## src/rtl/timer_mc_pkg.sv

```systemverilog
// timer_mc shared definitions: register map, bit indices and bus helpers.
// Imported by every file of the multi-channel PWM timer.
package timer_mc_pkg;

  localparam logic [7:0] TIMER_MC_CTRL_ADDR   = 8'h00;
  localparam logic [7:0] TIMER_MC_PRE_ADDR    = 8'h04;
  localparam logic [7:0] TIMER_MC_TOP_ADDR    = 8'h08;
  localparam logic [7:0] TIMER_MC_COUNT_ADDR  = 8'h0C;
  localparam logic [7:0] TIMER_MC_STATUS_ADDR = 8'h10;
  localparam logic [7:0] TIMER_MC_IRQEN_ADDR  = 8'h14;
  localparam logic [7:0] TIMER_MC_CMP_BASE    = 8'h20;

  localparam int CTRL_EN      = 0;
  localparam int CTRL_MODE    = 1;
  localparam int CTRL_ONESHOT = 2;
  localparam int STAT_TOPF    = 0;
  localparam int STAT_CMPF    = 1;

  function automatic logic [31:0] be_merge(
    input logic [31:0] old_v,
    input logic [31:0] new_v,
    input logic [3:0]  be
  );
    logic [31:0] r;
    for (int b = 0; b < 4; b++) begin
      r[b*8 +: 8] = be[b] ? new_v[b*8 +: 8]
                          : old_v[b*8 +: 8];
    end
    return r;
  endfunction

  function automatic logic [31:0] be_mask(
    input logic [3:0] be
  );
    return {{8{be[3]}}, {8{be[2]}},
            {8{be[1]}}, {8{be[0]}}};
  endfunction

endpackage

```

## src/rtl/timer_mc_if.sv

```systemverilog
// enable/ready peripheral bus shared by the timer and its master.
// The slave pulses ready for one cycle per accepted access.
interface timer_mc_if;
  logic        enable;
  logic        wr_en;
  logic [31:0] addr;
  logic [31:0] i_data;
  logic [3:0]  be;
  logic        ready;
  logic [31:0] o_data;
  logic        bus_err;

  modport master (
    output enable, wr_en, addr, i_data, be,
    input  ready, o_data, bus_err
  );

  modport slave (
    input  enable, wr_en, addr, i_data, be,
    output ready, o_data, bus_err
  );
endinterface

```

## src/rtl/timer_mc_core.sv

```systemverilog
// Timer datapath: prescaler, up or up/down counter, shadow latch,
// compare flags and registered PWM outputs.
module timer_mc_core
  import timer_mc_pkg::*;
#(
  parameter int NUM_CH = 4,
  parameter int CNT_W  = 16,
  parameter int PRE_W  = 8
) (
  input  logic                           clk,
  input  logic                           rst_n,
  input  logic                           en,
  input  logic                           mode,
  input  logic [PRE_W-1:0]               prescale,
  input  logic [CNT_W-1:0]               top_nxt,
  input  logic [NUM_CH-1:0][CNT_W-1:0]   cmp_nxt,
  input  logic                           cnt_wr,
  input  logic [CNT_W-1:0]               cnt_wdata,
  output logic [CNT_W-1:0]               count,
  output logic                           boundary,
  output logic [NUM_CH-1:0]              cmp_hit,
  output logic [NUM_CH-1:0]              pwm
);

  logic [PRE_W-1:0]             psc;
  logic [CNT_W-1:0]             cnt;
  logic [CNT_W-1:0]             cnt_nxt;
  logic [CNT_W-1:0]             top_act;
  logic [NUM_CH-1:0][CNT_W-1:0] cmp_act;
  logic                         dir_dn;
  logic                         dir_nxt;
  logic                         tick;

  assign count = cnt;
  assign tick  = en && (psc == prescale);

  always_comb begin
    cnt_nxt  = cnt;
    boundary = 1'b0;
    // a zero counter always restarts upward
    dir_nxt  = mode && dir_dn && (cnt != '0);
    if (cnt_wr) begin
      cnt_nxt = cnt_wdata;
    end else if (tick) begin
      if (!mode) begin
        if (cnt >= top_act) begin
          cnt_nxt  = '0;
          boundary = 1'b1;
        end else begin
          cnt_nxt = cnt + CNT_W'(1);
        end
      end else if (top_act == '0) begin
        cnt_nxt = '0;
      end else if (dir_nxt) begin
        cnt_nxt = cnt - CNT_W'(1);
        if (cnt == CNT_W'(1)) begin
          boundary = 1'b1;
          dir_nxt  = 1'b0;
        end
      end else if (cnt >= top_act) begin
        cnt_nxt = top_act - CNT_W'(1);
        dir_nxt = 1'b1;
        if (top_act == CNT_W'(1)) begin
          boundary = 1'b1;
          dir_nxt  = 1'b0;
        end
      end else begin
        cnt_nxt = cnt + CNT_W'(1);
      end
    end
  end

  always_comb begin
    cmp_hit = '0;
    for (int i = 0; i < NUM_CH; i++) begin
      cmp_hit[i] = tick && !cnt_wr
                && (cnt_nxt != cnt)
                && (cnt_nxt == cmp_act[i]);
    end
  end

  always_ff @(posedge clk or negedge rst_n) begin
    if (!rst_n) begin
      psc     <= '0;
      cnt     <= '0;
      dir_dn  <= 1'b0;
      top_act <= '0;
      cmp_act <= '0;
      pwm     <= '0;
    end else begin
      if (!en || cnt_wr || tick) psc <= '0;
      else                       psc <= psc + PRE_W'(1);
      cnt    <= cnt_nxt;
      dir_dn <= dir_nxt;
      if (!en || boundary) begin
        top_act <= top_nxt;
        cmp_act <= cmp_nxt;
      end
      for (int i = 0; i < NUM_CH; i++) begin
        pwm[i] <= en && (cnt < cmp_act[i]);
      end
    end
  end

endmodule

```

## src/rtl/timer_mc.sv

```systemverilog
// Multi-channel PWM timer: bus decode, register file and irq,
// wrapped around the shared-counter timer_mc_core.
module timer_mc
  import timer_mc_pkg::*;
#(
  parameter int NUM_CH = 4,
  parameter int CNT_W  = 16,
  parameter int PRE_W  = 8
) (
  input  logic              clk,
  input  logic              rst_n,
  timer_mc_if.slave         bus,
  output logic              irq,
  output logic [NUM_CH-1:0] pwm
);

  localparam int SW       = NUM_CH + 1;
  localparam int CMP_WIDX = int'(TIMER_MC_CMP_BASE[7:2]);

  logic [2:0]                   ctrl;
  logic [PRE_W-1:0]             prescale;
  logic [CNT_W-1:0]             top_sh;
  logic [CNT_W-1:0]             top_nxt;
  logic [CNT_W-1:0]             count;
  logic [SW-1:0]                status;
  logic [SW-1:0]                irq_en;
  logic [SW-1:0]                clr;
  logic [NUM_CH-1:0][CNT_W-1:0] cmp_sh;
  logic [NUM_CH-1:0][CNT_W-1:0] cmp_nxt;
  logic [NUM_CH-1:0]            cmp_hit;
  logic [NUM_CH-1:0]            sel_cmp;
  logic                         boundary;

  logic        acc, wr, mapped;
  logic [5:0]  widx;
  logic [31:0] rdata, cmp_rd;
  logic        sel_ctrl, sel_pre, sel_top;
  logic        sel_cnt, sel_stat, sel_ien;
  logic        unused_addr;

  assign acc  = bus.enable && !bus.ready;
  assign wr   = acc && bus.wr_en;
  assign widx = bus.addr[7:2];
  assign unused_addr = ^{bus.addr[31:8], bus.addr[1:0]};

  assign sel_ctrl = widx == TIMER_MC_CTRL_ADDR[7:2];
  assign sel_pre  = widx == TIMER_MC_PRE_ADDR[7:2];
  assign sel_top  = widx == TIMER_MC_TOP_ADDR[7:2];
  assign sel_cnt  = widx == TIMER_MC_COUNT_ADDR[7:2];
  assign sel_stat = widx == TIMER_MC_STATUS_ADDR[7:2];
  assign sel_ien  = widx == TIMER_MC_IRQEN_ADDR[7:2];

  always_comb begin
    sel_cmp = '0;
    cmp_rd  = '0;
    cmp_nxt = cmp_sh;
    for (int i = 0; i < NUM_CH; i++) begin
      sel_cmp[i] = widx == 6'(CMP_WIDX + i);
      if (sel_cmp[i]) cmp_rd = 32'(cmp_sh[i]);
      if (wr && sel_cmp[i])
        cmp_nxt[i] = CNT_W'(be_merge(32'(cmp_sh[i]),
                                     bus.i_data, bus.be));
    end
  end

  assign top_nxt = (wr && sel_top)
    ? CNT_W'(be_merge(32'(top_sh), bus.i_data, bus.be))
    : top_sh;

  assign clr = (wr && sel_stat)
    ? SW'(bus.i_data & be_mask(bus.be)) : '0;

  always_comb begin
    rdata  = '0;
    mapped = 1'b1;
    unique case (1'b1)
      sel_ctrl: rdata = 32'(ctrl);
      sel_pre:  rdata = 32'(prescale);
      sel_top:  rdata = 32'(top_sh);
      sel_cnt:  rdata = 32'(count);
      sel_stat: rdata = 32'(status);
      sel_ien:  rdata = 32'(irq_en);
      |sel_cmp: rdata = cmp_rd;
      default:  mapped = 1'b0;
    endcase
  end

  timer_mc_core #(
    .NUM_CH (NUM_CH),
    .CNT_W  (CNT_W),
    .PRE_W  (PRE_W)
  ) u_core (
    .clk       (clk),
    .rst_n     (rst_n),
    .en        (ctrl[CTRL_EN]),
    .mode      (ctrl[CTRL_MODE]),
    .prescale  (prescale),
    .top_nxt   (top_nxt),
    .cmp_nxt   (cmp_nxt),
    .cnt_wr    (wr && sel_cnt),
    .cnt_wdata (CNT_W'(be_merge(32'(count),
                                bus.i_data, bus.be))),
    .count     (count),
    .boundary  (boundary),
    .cmp_hit   (cmp_hit),
    .pwm       (pwm)
  );

  always_ff @(posedge clk or negedge rst_n) begin
    if (!rst_n) begin
      ctrl        <= '0;
      prescale    <= '0;
      top_sh      <= '0;
      cmp_sh      <= '0;
      status      <= '0;
      irq_en      <= '0;
      irq         <= 1'b0;
      bus.ready   <= 1'b0;
      bus.o_data  <= '0;
      bus.bus_err <= 1'b0;
    end else begin
      // a bus write to CTRL overrides the one-shot stop
      if (wr && sel_ctrl)
        ctrl <= 3'(be_merge(32'(ctrl), bus.i_data, bus.be));
      else if (boundary && ctrl[CTRL_ONESHOT])
        ctrl[CTRL_EN] <= 1'b0;
      if (wr && sel_pre)
        prescale <= PRE_W'(be_merge(32'(prescale),
                                    bus.i_data, bus.be));
      if (wr && sel_ien)
        irq_en <= SW'(be_merge(32'(irq_en),
                               bus.i_data, bus.be));
      top_sh <= top_nxt;
      cmp_sh <= cmp_nxt;
      status <= (status & ~clr) | {cmp_hit, boundary};
      irq    <= |(status & irq_en);
      bus.ready   <= acc;
      bus.o_data  <= (acc && !bus.wr_en) ? rdata : '0;
      bus.bus_err <= acc && !mapped;
    end
  end

endmodule

```

## src/flat_wrapper.sv

```systemverilog
// flat-port wrapper written by rule: the top's interface ports become plain ports
module timer_mc_flat import timer_mc_pkg::*;
#(
  parameter int NUM_CH = 4,
  parameter int CNT_W  = 16,
  parameter int PRE_W  = 8
)
  (clk, rst_n, irq, pwm, bus_enable, bus_wr_en, bus_addr, bus_i_data, bus_be, bus_ready, bus_o_data, bus_bus_err);
  timer_mc_if bus_i ();
  input  logic clk;
  input  logic rst_n;
  output logic irq;
  output logic [NUM_CH-1:0] pwm;
  input wire logic [$bits(bus_i.enable)-1:0] bus_enable;
  input wire logic [$bits(bus_i.wr_en)-1:0] bus_wr_en;
  input wire logic [$bits(bus_i.addr)-1:0] bus_addr;
  input wire logic [$bits(bus_i.i_data)-1:0] bus_i_data;
  input wire logic [$bits(bus_i.be)-1:0] bus_be;
  output wire logic [$bits(bus_i.ready)-1:0] bus_ready;
  output wire logic [$bits(bus_i.o_data)-1:0] bus_o_data;
  output wire logic [$bits(bus_i.bus_err)-1:0] bus_bus_err;
  assign bus_i.enable = bus_enable;
  assign bus_i.wr_en = bus_wr_en;
  assign bus_i.addr = bus_addr;
  assign bus_i.i_data = bus_i_data;
  assign bus_i.be = bus_be;
  assign bus_ready = bus_i.ready;
  assign bus_o_data = bus_i.o_data;
  assign bus_bus_err = bus_i.bus_err;
  timer_mc #(.NUM_CH(NUM_CH), .CNT_W(CNT_W), .PRE_W(PRE_W)) u_core (.clk(clk), .rst_n(rst_n), .bus(bus_i), .irq(irq), .pwm(pwm));
endmodule
```

## config.mk

```make
export PLATFORM = sky130hd
export DESIGN_NAME = timer_mc_flat
export DESIGN_NICKNAME = d
export VERILOG_FILES = /design/src/rtl/timer_mc_pkg.sv /design/src/rtl/timer_mc_if.sv /design/src/rtl/timer_mc_core.sv /design/src/rtl/timer_mc.sv /design/src/flat_wrapper.sv
export SDC_FILE = /design/constraint.sdc
export NUM_CORES = 1
export LEC_CHECK = 0
export ABC_AREA = 1
export BUFFER_PORTS_ARGS = -buffer_cell sky130_fd_sc_hd__buf_2
export CAP_MARGIN = 20
export CELL_PAD_IN_SITES_DETAIL_PLACEMENT = 1
export CELL_PAD_IN_SITES_GLOBAL_PLACEMENT = 2
export CORE_AREA = 2 2 205 207
export CTS_CLUSTER_SIZE = 40
export DETAILED_ROUTE_END_ITERATION = 10
export DIE_AREA = 0 0 207 209
export PLACE_DENSITY = 0.92
export SYNTH_ARGS = -nofsm -noshare
export SYNTH_HDL_FRONTEND = slang
export SYNTH_SLANG_ARGS = --single-unit
export TNS_END_PERCENT = 1
```

## constraint.sdc

```tcl
create_clock -name clk -period 2.76 [get_ports clk]
set_input_delay 0.138 -clock clk [delete_from_list [all_inputs] [get_ports clk]]
set_output_delay 0.138 -clock clk [all_outputs]
set_load 0.01 [all_outputs]
```

**After elaboration in Yosys (flattened, before gate mapping)**

Cells that the tools add are included.

- Flip-flop bits (word level): 245
- Word-level logic and storage cells: 155
- Output and inout port bits: 39
- Input port bits: 72

- Reduce and logical (&&, ||, !) cells: 47
- Multiplexer cells: 53
- Bitwise operators: 5
- Equal/unequal tests: 18
- $lt $le $gt $ge: 5
- Add/subtract/negate cells: 4

Operators with widths:

| cell | count |
|---|---|
| $pmux W32 S7 | 1 |
| $mux W16 | 13 |
| $mux W32 | 4 |
| $mux W8 | 13 |
| $eq A16 B16 Y1 | 4 |
| $lt A16 B16 Y1 | 4 |
| $eq A16 B1 Y1 const B | 2 |
| $sub A16 B1 Y16 const B | 2 |
| $logic_and A1 B1 Y1 | 28 |
| $eq A6 B4 Y1 const B | 4 |
| $mux W1 | 21 |
| $add A16 B1 Y16 const B | 1 |
| $ge A16 B16 Y1 | 1 |
| $logic_not A16 Y1 | 1 |
| $ne A16 B16 Y1 | 1 |
| $reduce_bool A16 Y1 | 1 |
| $and A5 B5 Y5 | 3 |
| $eq A6 B2 Y1 const B | 2 |
| $eq A6 B3 Y1 const B | 2 |
| $reduce_or A10 Y1 | 1 |
| $add A8 B1 Y8 const B | 1 |
| $eq A8 B8 Y1 | 1 |
| $reduce_and A2 Y1 | 4 |
| $eq A6 B1 Y1 const B | 1 |
| other kinds (10) | 16 |

**Logic depth before layout (Yosys ltp)**

- Depth in word-level cells: 11
- Depth in mapped cells: 27
- Gate-level depth less buffers: 26

**Hierarchy**

A second synthesis with hierarchy kept.

- Cells, all modules: 2072
- Area total of the unflattened synthesis: 15361.0 µm²

By module, submodules not included:

| module | area an instance (µm²) | times used | cells an instance | sequential area each (µm²) |
|---|---|---|---|---|
| timer_mc_core | 9427.8 | 1 | 1330 | 2727.6 |
| timer_mc | 5933.2 | 1 | 742 | 3002.9 |

**Worst setup path after synthesis**

OpenSTA, ideal clock, no wires.

- Path type: reg-to-reg
- Start point: register u_core.u_core.cnt[0], in the netlist u_core.u_core.count[0]
- End point: register u_core.status[1]
- Library setup time: 121 ps
- Data required time: 2639 ps
- Path buffers: 2
- Stages on the path, launching flop included: 24
- Period minus slack after synthesis: 2525 ps
- Arrival: 2404 ps
- Path slack: 235 ps
- Path through: dfrtp_1 > buf_2 > inv_2 > ha_1 > nand4_1 > nor2_1 > nor2_1 > nand2_1 > nand2_1 > nand2_2 > buf_4 > nand2_1 > nand3_1 > nand2_1 > nand2_2 > nand2_1 > nand2_1 > nand2_1 > nor2_1 > nand2_1 > nor2_2 > nand2_2 > nand3_1 > nand2_1

- Word-level cells in the longest chain between the ends: 11
- Elaborated cells on any way between the ends: 18
- Those cells by class: add/sub: 2; order compare: 1; eq/ne: 2; mux: 8; bitwise: 1; reduce/logical: 4

RTL lines:

| what | RTL line | RTL |
|---|---|---|
| start, declared | timer_mc_core.sv:26 | `logic [CNT_W-1:0] cnt;` |
| start signal, assigned | timer_mc_core.sv:93 | `cnt <= cnt_nxt;` |
| $add A16 B1 Y16, or another cell as far along | timer_mc_core.sv:50, timer_mc_core.sv:68 |  |
| $mux W16 / $logic_and A1 B1 Y1 (equally long branches) | timer_mc_core.sv:60, timer_mc_core.sv:41 |  |
| $mux W16 | timer_mc_core.sv:54 | `end else if (dir_nxt) begin` |
| $mux W16 | timer_mc_core.sv:52 | `end else if (top_act == '0) begin` |
| $mux W16 | timer_mc_core.sv:45 | `if (!mode) begin` |
| $mux W16 | timer_mc_core.sv:44 | `end else if (tick) begin` |
| $mux W16 | timer_mc_core.sv:42 | `if (cnt_wr) begin` |
| $ne A16 B16 Y1 | timer_mc_core.sv:77 | `&& (cnt_nxt != cnt)` |
| $logic_and A1 B1 Y1 | timer_mc_core.sv:77 |  |
| $logic_and A1 B1 Y1 (*) | timer_mc_core.sv:78 | `&& (cnt_nxt == cmp_act[i]);` |
| $or A5 B5 Y5 (*) | timer_mc.sv:135 | `status <= (status & ~clr) \| {cmp_hit, boundary};` |
| end signal, assigned | timer_mc.sv:135 |  |
| end, declared | timer_mc.sv:25 | `logic [SW-1:0] status;` |

Mark *: on every way between the ends. The rest lies on a longest branch, timed or not.
A chain may end at the register's enable or synchronous reset.

**Final worst setup path**

- Start point: register u_core.u_core.cnt[9], in the netlist u_core.u_core.count[9]
- End point: register u_core.status[4]

The elaborated chain is that of the path after synthesis.

==> qor.txt <==
outcome -> finished, violations left
failing checks -> negative setup slack
Wirelength per Cell -> 22.21 um
Rows -> 75
ys async rst share -> 1.000
Worst-Skew Late Latency -> 0.59 ns
CP max stage delay -> 0.46 ns
starting density of the core -> 0.3529
CTS root buf -> clkbuf_16
Post-synth top cells -> 512 x nand2_1, 229 x dfrtp_1, 191 x inv_1, 173 x o21ai_0
number of CTS-inserted buffers -> 28
DP HPWL -> 44920 um
Synth Cell Area -> 14570 um2
Final Power -> 0.01909 W
Global Route Usage Sum -> 0.2764
RSZ-0062 raised after global routing -> true
FF+latch count, synth -> 229
Reg area -> 5734 um2
critical path cell sequence -> buf_4 -> nor2_1 -> nand3_1 -> nor2_1 -> nand2_2 -> nor2_2 -> nand2_1 -> nand2_1 -> nand2_1 -> a21oi_2 -> nand2_2 -> nand2_4 -> buf_4 -> nand3_1 -> nand2_1 -> nand2_1 -> nor2_2 -> nand2_1 -> nor2_2 -> nand3_2 -> nand2_1
CTS tree -> yes
CP startpoint kind -> register
DRC viols -> 0
Mapped Cells -> 1916
final setup fails -> 23
Post-synth EDFFs -> 0
Non-Filler Instances -> 2747
critical path's most frequent cell -> nand2_1
slew margin rel. -> 0.4727
post-route clock period utilization -> 1.052
endpoints failing hold -> 0
top_reg_cell synth -> dfrtp_1
nature of the critical path endpoint -> register
critical path's slowest cell -> dfrtp_1
die height -> 209 um
filler instances -> 5045
Syn. warnings -> 0
Least-Margin Pin Slew -> 0.7850 ns
routability cong. -> 0.9221
initial antenna violation count -> 1
Clock Tree Buf Depth -> 3
Via density -> 5.450
final slew viol count -> 0
Core ar. -> 41290 um2
Antenna Diode Count -> 0
Synth-to-Final Area Change -> 30.08%
DIE AREA -> 43260 um2
Place WS -> -0.3167 ns
MaxCap Viol Count -> 0
post-route antenna net violation count -> 0
LEAKAGE -> 9.168 nW
final worst slack -> -0.1424 ns
cell area after layout -> 18950 um2
clk_skew -> 0.01269 ns
layout cell share with drive strength beyond 1 -> 0.2622
pin count of the biggest net entering global routing -> 71
syn_area_per_cell -> 7.605 um2
H-Tree Depth -> 1
Congestion Overflow GR -> 0
crit path max fanout -> 7
power per cell area -> 1007 nW/um2
count leader, synth -> nand2_1
vias in the first global route -> 16220
Die W -> 207 um
Top Ports -> 111
WL final -> 61010 um
worst min path class -> input pin to register
Critical Path AT -> 3.42 ns
Multi-input gate area -> 8305 um2
Post-DP Area -> 16770 um2
Crit Path Class -> register to register
Yosys cell types -> 52
first-pass GRT wire length -> 93380 um
CTS Sinks -> 229
crit path time final -> 2.902 ns
Net count, final -> 2342
Min Hold Slack -> 0.02959 ns
fmax -> 0.3445 GHz
sequential-to-total area share from yosys stat -> 0.3933
First-pass DRT Iterations -> 5
PortBufs -> 50
share of the synthesized area in the top cell type -> 0.3933
clock-pin slew of the registers on the worst-case setup and hold paths -> 0.07 ns
Vias -> 14970
Placed Cells -> 2647
Area contributors post-synth -> dfrtp_1 39%, nand2_1 13%, ha_1 7.1%
post-synth top area cell -> dfrtp_1
Worst Path Required -> 3.28 ns
Max VDD drop -> 0.0005606 V
DR iter-0 viols -> 1003
==> flip-flops by register name, indices dropped and copies added, names as in the netlist, 8 cells and up <==
register and count:
u_core.u_core.cmp_act 64, u_core.u_core.count 16, u_core.u_core.top_act 16, u_core.prescale 8
u_core.u_core.psc 8, u_core.top_sh 16, u_core.bus.o_data 16, u_core.cmp_sh 64
==> cells by family after synthesis <==
group | Yosys count | synth area share
compound gates | 393 | 0.1573
mux | 5 | 0.003864
simple gates | 870 | 0.2623
other cells | 1 | 0.0002574
flops | 229 | 0.3933
buf+inv | 297 | 0.08888
fa+ha+maj | 83 | 0.07128
xor+xnor | 38 | 0.02284
==> cells in the final DEF (no fill, tap or decap), types with 59 or more instances in the layout <==
master / instances
a21oi_1: 67
buf_4: 208
dfrtp_1: 226
ha_1: 71
inv_1: 184
nand2_1: 452
nand2_2: 59
nand3_1: 103
nor2_1: 100
o21ai_0: 158
==> routing by layer <==
layer	track usage	vias up	share of wire
li1	-	6872	-
met1	0.3406	7428	0.41
met2	0.4678	476	0.48
met3	0.03712	193	0.051
met4	0.1539	2	0.061
met5	0	-	0.00021
==> worst max-delay path, delay by kind of cell (launching register included) <==
| kind | cells | cell delay, ns |
|---|---|---|
| compound gates | 1 | 0.15 |
| buf+inv | 2 | 0.34 |
| flops | 1 | 0.46 |
| simple gates | 18 | 1.88 |
==> worst paths after layout <==
kind | slack (ns) | from | end | cells after the start
min reg2reg | 0.46 | u_core.bus.ready | u_core.bus.ready | 1
min in group asynchronous | 0.14 | rst_n | u_core.u_core.top_act[3] | 2
max reg2reg | -0.14 | u_core.u_core.count[9] | u_core.status[4] | 21
max | -0.14 | u_core.u_core.count[9] | u_core.status[4] | 21
max in group asynchronous | 1.81 | rst_n | u_core.bus.o_data[10] | 3
min | 0.03 | bus_i_data[6] | u_core.cmp_sh[6] | 3
==> layout make-up <==
class / instances / share of cell area
multi-input combinational: 1405 / 0.4382
tap: 539 / 0.03558
sequential: 229 / 0.3025
inverter: 215 / 0.04331
clock inverter: 12 / 0.006734
timing repair buffer: 308 / 0.1318
clock buffer: 39 / 0.04179
==> power by group <==
part | switching, W | total, W | internal [W]
clock network | 0.00162 | 0.00381 | 0.00219
logic | 0.00685 | 0.0112 | 0.00438
registers | 0.000311 | 0.00405 | 0.00374
total | 0.00878 | 0.0191 | 0.0103
==> per-stage QoR <==
step                      setup TNS (ns)    util
after floorplan                        0       -
after global routing              -10.22  0.4590
after CTS                        -0.4352  0.4404
final                            -0.8616  0.4590
after global placement            -12.66  0.4061
after detailed placement          -15.60  0.4061
==> repair_timing <==
action / in CTS / in global routing
resized for setup: 63 / 161
buffers inserted: 7 / 25
setup endpoints to repair: 86 / 86
hold buffers: 17 / 0
gates cloned: 1 / 0
endpoints found under the hold margin: 91 / 0
pin swaps: 22 / 63
Power figures use the tool's default switching activity.
